==> config.mk <==
export PLATFORM = sky130hd
export DESIGN_NAME = alu_rs
export DESIGN_NICKNAME = d
export VERILOG_FILES = /design/src/rtl/alu_rs.sv
export SDC_FILE = /design/constraint.sdc
export NUM_CORES = 2
export LEC_CHECK = 0
export BUFFER_PORTS_ARGS = -buffer_cell sky130_fd_sc_hd__buf_4
export CAP_MARGIN = 20
export CORE_ASPECT_RATIO = 0.75
export CORE_UTILIZATION = 56
export DETAILED_ROUTE_END_ITERATION = 7
export PLACE_DENSITY = 0.77
export SKIP_LAST_GASP = 1
export SLEW_MARGIN = 20
export SYNTH_ARGS = -nofsm -noshare
export SYNTH_HDL_FRONTEND = slang
export SYNTH_SLANG_ARGS = --single-unit
==> constraint.sdc <==
create_clock -name clk_in -period 4.2 [get_ports clk_in]
set_input_delay 1.05 -clock clk_in [delete_from_list [all_inputs] [get_ports clk_in]]
set_output_delay 1.05 -clock clk_in [all_outputs]
set_load 0.005 [all_outputs]
==> src/rtl/alu_rs.sv <==
// Integer ALU reservation station: buffers dispatched ops until both operands are
// resolved via CDB snooping, then issues the lowest-index ready entry each cycle.
module alu_rs #(
  parameter int RS_BIT  = 3,
  parameter int ROB_BIT = 4
) (
  input  logic               clk_in,
  input  logic               rst_in,
  input  logic               rdy_in,
  input  logic               rob_clear_up,
  input  logic               in_valid,
  input  logic [2:0]         in_op,
  input  logic [6:0]         in_op_type,
  input  logic               in_op_addition,
  input  logic [31:0]        in_vi,
  input  logic [31:0]        in_vj,
  input  logic               in_qi_valid,
  input  logic               in_qj_valid,
  input  logic [ROB_BIT-1:0] in_qi,
  input  logic [ROB_BIT-1:0] in_qj,
  input  logic [ROB_BIT-1:0] in_rob_entry,
  output logic               full,
  input  logic               alu_cdb_valid,
  input  logic [ROB_BIT-1:0] alu_cdb_entry,
  input  logic [31:0]        alu_cdb_value,
  input  logic               lsb_cdb_valid,
  input  logic [ROB_BIT-1:0] lsb_cdb_entry,
  input  logic [31:0]        lsb_cdb_value,
  output logic               alu_valid,
  output logic [31:0]        alu_vi,
  output logic [31:0]        alu_vj,
  output logic [2:0]         alu_op,
  output logic [6:0]         alu_op_type,
  output logic               alu_op_addition,
  output logic [ROB_BIT-1:0] alu_rob_entry
);
  localparam int unsigned RS_SIZE = 1 << RS_BIT;

  typedef struct packed {
    logic [2:0]         op;
    logic [6:0]         op_type;
    logic               op_addition;
    logic [31:0]        vi;
    logic [31:0]        vj;
    logic               qi_valid;
    logic               qj_valid;
    logic [ROB_BIT-1:0] qi;
    logic [ROB_BIT-1:0] qj;
    logic [ROB_BIT-1:0] rob_entry;
  } entry_t;

  logic [RS_SIZE-1:0] busy;
  entry_t             ent [RS_SIZE];

  logic               free_found;
  logic [RS_BIT-1:0]  free_idx;
  logic               issue_found;
  logic [RS_BIT-1:0]  issue_idx;
  logic               disp_qi_valid;
  logic               disp_qj_valid;
  logic [31:0]        disp_vi;
  logic [31:0]        disp_vj;

  assign full = &busy;

  always_comb begin
    free_found  = 1'b0;
    free_idx    = '0;
    issue_found = 1'b0;
    issue_idx   = '0;
    for (int unsigned i = 0; i < RS_SIZE; i++) begin
      if (!busy[RS_BIT'(i)] && !free_found) begin
        free_found = 1'b1;
        free_idx   = RS_BIT'(i);
      end
      if (busy[RS_BIT'(i)] && !ent[RS_BIT'(i)].qi_valid && !ent[RS_BIT'(i)].qj_valid
          && !issue_found) begin
        issue_found = 1'b1;
        issue_idx   = RS_BIT'(i);
      end
    end
  end

  // Incoming operands are snooped too, so a tag broadcast during dispatch is not lost.
  always_comb begin
    disp_qi_valid = in_qi_valid;
    disp_vi       = in_vi;
    disp_qj_valid = in_qj_valid;
    disp_vj       = in_vj;
    if (in_qi_valid) begin
      if (alu_cdb_valid && alu_cdb_entry == in_qi) begin
        disp_qi_valid = 1'b0;
        disp_vi       = alu_cdb_value;
      end else if (lsb_cdb_valid && lsb_cdb_entry == in_qi) begin
        disp_qi_valid = 1'b0;
        disp_vi       = lsb_cdb_value;
      end
    end
    if (in_qj_valid) begin
      if (alu_cdb_valid && alu_cdb_entry == in_qj) begin
        disp_qj_valid = 1'b0;
        disp_vj       = alu_cdb_value;
      end else if (lsb_cdb_valid && lsb_cdb_entry == in_qj) begin
        disp_qj_valid = 1'b0;
        disp_vj       = lsb_cdb_value;
      end
    end
  end

  always_ff @(posedge clk_in) begin
    if (rst_in || rob_clear_up) begin
      busy            <= '0;
      alu_valid       <= 1'b0;
      alu_vi          <= '0;
      alu_vj          <= '0;
      alu_op          <= '0;
      alu_op_type     <= '0;
      alu_op_addition <= 1'b0;
      alu_rob_entry   <= '0;
    end else if (rdy_in) begin
      for (int unsigned i = 0; i < RS_SIZE; i++) begin
        if (busy[RS_BIT'(i)] && ent[RS_BIT'(i)].qi_valid) begin
          if (alu_cdb_valid && alu_cdb_entry == ent[RS_BIT'(i)].qi) begin
            ent[RS_BIT'(i)].vi       <= alu_cdb_value;
            ent[RS_BIT'(i)].qi_valid <= 1'b0;
          end else if (lsb_cdb_valid && lsb_cdb_entry == ent[RS_BIT'(i)].qi) begin
            ent[RS_BIT'(i)].vi       <= lsb_cdb_value;
            ent[RS_BIT'(i)].qi_valid <= 1'b0;
          end
        end
        if (busy[RS_BIT'(i)] && ent[RS_BIT'(i)].qj_valid) begin
          if (alu_cdb_valid && alu_cdb_entry == ent[RS_BIT'(i)].qj) begin
            ent[RS_BIT'(i)].vj       <= alu_cdb_value;
            ent[RS_BIT'(i)].qj_valid <= 1'b0;
          end else if (lsb_cdb_valid && lsb_cdb_entry == ent[RS_BIT'(i)].qj) begin
            ent[RS_BIT'(i)].vj       <= lsb_cdb_value;
            ent[RS_BIT'(i)].qj_valid <= 1'b0;
          end
        end
      end

      if (issue_found) begin
        alu_valid         <= 1'b1;
        alu_vi            <= ent[issue_idx].vi;
        alu_vj            <= ent[issue_idx].vj;
        alu_op            <= ent[issue_idx].op;
        alu_op_type       <= ent[issue_idx].op_type;
        alu_op_addition   <= ent[issue_idx].op_addition;
        alu_rob_entry     <= ent[issue_idx].rob_entry;
        busy[issue_idx]   <= 1'b0;
      end else begin
        alu_valid <= 1'b0;
      end

      // The dispatch slot is free at cycle start, so it never collides with the issue slot.
      if (in_valid && free_found) begin
        busy[free_idx]          <= 1'b1;
        ent[free_idx].op        <= in_op;
        ent[free_idx].op_type   <= in_op_type;
        ent[free_idx].op_addition <= in_op_addition;
        ent[free_idx].vi        <= disp_vi;
        ent[free_idx].vj        <= disp_vj;
        ent[free_idx].qi_valid  <= disp_qi_valid;
        ent[free_idx].qj_valid  <= disp_qj_valid;
        ent[free_idx].qi        <= in_qi;
        ent[free_idx].qj        <= in_qj;
        ent[free_idx].rob_entry <= in_rob_entry;
      end
    end
  end
endmodule

==> results by group <==
Status
  • Outcome: finished clean

Logic synthesis
  • Synth top area share: 48.71%
  • Ys Warns: 0
  • Ys async rst share: 0%
  • Post-Syn Area: 0.04390 sq mm
  • Unique masters post-synth: 50
  • Yosys top cell by area: edfxtp_1
  • Synth top area cells: edfxtp_1 49%, mux2i_1 23%, dfxtp_1 4.0%
  • Ys flop type: edfxtp_1
  • Mean Syn Cell Area: 12.68 sq um
  • Post-synth EDFFs: 712
  • Synth Instances: 3461
  • Mapped Nets: 3629
  • FF+latch count, synth: 800
  • Seq/Total Area, Yosys: 52.72%

Timing
  • Clk_skew: 0.02568 ns
  • Top achievable clock speed: 285.4 MHz
  • Slew margin rel.: 17.30%
  • Worst Tran Pin Value: 1.241 ns
  • RSZ-0062 raised after global routing: false
  • Final setup viols: 0
  • Slew Limit Fails: 0
  • Min cycle time layout: 3.504 ns
  • Setup ws final: 0.6965 ns
  • Tcrit/Tclk final: 83.42%
  • Final hold violation count: 0
  • Fin Setup TNS: 0 ns
  • Min Hold Slack: 0.5378 ns

Floorplanning
  • Initial core utilization: 56.87%
  • Placement row count: 88
  • Horiz. Die Dim: 325.3 microns
  • Core area: 0.07718 sq mm
  • Die Footprint: 0.07952 sq mm
  • DIE HEIGHT: 244.5 microns
  • IO Pins: 249

Clock network
  • CTS-repair resized insts: 0
  • CTS root buf: clkbuf_16
  • CTS buffer count: 81
  • Clk slew on worst S/H paths: 0.06 ns
  • Clk sinks: 800
  • CTS H-tree depth: 3
  • Postcts setup bufs: 0
  • Hold buffer count at CTS: 0
  • Clk buf depth: 3
  • Worst-skew pair later-pin latency: 0.66 ns
  • TritonCTS clock tree: built

Power and ir drop
  • Peak VDD IR: 0.2674 mV
  • Cell Pwr Density: 350.6 mW/mm^2
  • Leak: 21.87 nW
  • Power Total: 0.01733 W

Placement
  • I/O Buffers: 248
  • Final GP Congestion: 0.8798
  • Hpwl dp: 83.12 mm
  • Pre-CTS setup slack: 0.3461 ns

Worst setup path
  • Setup CP Type: register to register
  • Crit-path slowest cell: a21boi_4
  • Worst Setup End Kind: register
  • Crit path required time: 4.75 ns
  • Startpoint types: register
  • Crit-path max cell delay: 0.70 ns
  • CP Data Arrival Time: 4.05 ns
  • CP cell instances: nor3b_1 -> a21oi_1 -> o31ai_4 -> a21boi_4 -> buf_12 -> mux2i_1 -> o221ai_1 -> o221a_1
  • Crit-path max FO: 49

Route
  • Vias: 32270
  • DRT Wirelength: 144.8 mm
  • Vias per cell: 7.006
  • Routed len/inst: 31.44 microns
  • DRT iter0 DRCs: 4601
  • Router iterations before antenna repair: 8
  • Final ANT Viol Nets: 0
  • # DRC: 0

Final layout
  • Share of cells above drive strength 1: 17.88%
  • Layout Utilization: 64.05%
  • Area growth syn-to-layout: 12.61%
  • Most common cell after layout, fill and taps aside: mux2i_1
  • Commonest non-fill, non-tap cells in the layout: 1017 x mux2i_1, 712 x edfxtp_1, 342 x buf_4, 167 x nand2_1, 140 x o22ai_1
  • Fin nets: 3670

GRT
  • Total gr overflow: 0
  • Largest net degree at the start of global routing: 84
  • Number of global-route vias before repair: 31880
  • Tot GR Track Use: 35.69%
  • First-pass GRT wire length: 210.1 mm
  • Initial antenna violation count: 0

Run
  • # Max-Cap Violations: 0

Worst hold path
  • Worst hold path type: register to register
==> report_power, final <==
group | switching [W] | internal, W
logic | 0.000782 | 0.000452
clock network | 0.00318 | 0.00423
registers | 0.0000154 | 0.00868
total | 0.00397 | 0.0134
==> flip-flops by register name, summed over array words and instances (netlist names) <==
name and count:
alu_valid 1, alu_op_type 7, ent 712, alu_op 3
alu_vj 32, busy 8, alu_op_addition 1, alu_rob_entry 4
alu_vi 32
==> area by class of cell <==
class | instances | area (sq um)
Clock buffer | 121 | 2330
Tap cell | 1035 | 1295
Multi-Input combinational cell | 2241 | 19190
Fill cell | 5689 | 27750
Antenna cell | 2 | 5.005
Timing Repair Buffer | 368 | 3095
Clock inverter | 29 | 335.3
Sequential cell | 800 | 23140
Inverter | 10 | 38.79
==> synth_stat cells (2+ instances only) <==
| cell type | count |
|---|---|
| a31oi_1 | 3 |
| nor4b_1 | 3 |
| nand2_1 | 177 |
| buf_1 | 30 |
| buf_6 | 3 |
| nor3b_2 | 3 |
| o41a_1 | 2 |
| nor2b_1 | 35 |
| mux2_1 | 31 |
| clkbuf_1 | 281 |
| nand2b_1 | 3 |
| nor4_1 | 15 |
| o21ai_1 | 115 |
| o221ai_1 | 79 |
| nor3_1 | 22 |
| a41oi_1 | 10 |
| nor3b_1 | 4 |
| dfxtp_1 | 88 |
| nand4_1 | 10 |
| mux2i_1 | 1017 |
| o211ai_1 | 10 |
| nor2_1 | 27 |
| a21oi_1 | 36 |
| edfxtp_1 | 712 |
| a21boi_1 | 2 |
| o22ai_1 | 140 |
| xor2_1 | 87 |
| buf_4 | 27 |
| o221a_1 | 79 |
| o21ai_0 | 20 |
| nand3_1 | 34 |
| buf_2 | 69 |
| xnor2_1 | 57 |
| or2_1 | 8 |
| inv_1 | 7 |
| or3_1 | 3 |
| mux2_2 | 97 |
| o2bb2ai_1 | 64 |
| a211oi_1 | 32 |
| nor3_2 | 5 |
| inv_2 | 3 |
| and3_1 | 3 |
==> per-layer routing <==
| metal | GRT usage [%] | wire length, microns | up-vias |
|---|---|---|---|
| met5 | 0 | 0 | - |
| met4 | 16.00 | 6707 | 0 |
| met3 | 8.087 | 18070 | 455 |
| met2 | 54.25 | 63720 | 2295 |
| met1 | 48.91 | 56310 | 16070 |
| li1 | - | - | 13450 |
==> stage by stage <==
stage	std cells	instance area, sq um
floorplan	3461	43900
global placement	4453	46730
detailed placement	4453	46740
global route	4604	49430
CTS	4603	49400
finish	4606	49430
==> worst max-delay path, delay by kind of cell (launching register included) <==
kind / cells / cell delay, ns
multiplexers: 1 / 0.33
AO/OA/AOI/OAI: 5 / 1.49
buffers and inverters: 1 / 0.40
AND/OR/NAND/NOR: 1 / 0.55
flip-flops: 1 / 0.55
==> path summary, 6_finish.rpt <==
kind / from / end / slack [ns] / cells after the start
setup / recovery: busy[2]$_SDFFE_PN0P_ / alu_vj[12]$_SDFFE_PN0P_ / 0.70 / 8
hold / removal: alu_vj[21]$_SDFFE_PN0P_ / alu_vj[21]$_SDFFE_PN0P_ / 0.54 / 1
setup reg to reg: busy[2]$_SDFFE_PN0P_ / alu_vj[12]$_SDFFE_PN0P_ / 0.70 / 8
hold reg to reg: alu_vj[21]$_SDFFE_PN0P_ / alu_vj[21]$_SDFFE_PN0P_ / 0.54 / 1
==> kinds of logic after synthesis <==
group	count (synthesis)	share of synthesized area, %
flip-flops	800	52.72
multiplexers	1145	26.47
AND/OR/NAND/NOR	358	3.928
XOR/XNOR	144	2.873
AO/OA/AOI/OAI	594	9.936
buffers and inverters	420	4.070
Note: power is estimated with default switching activity, not from simulation.
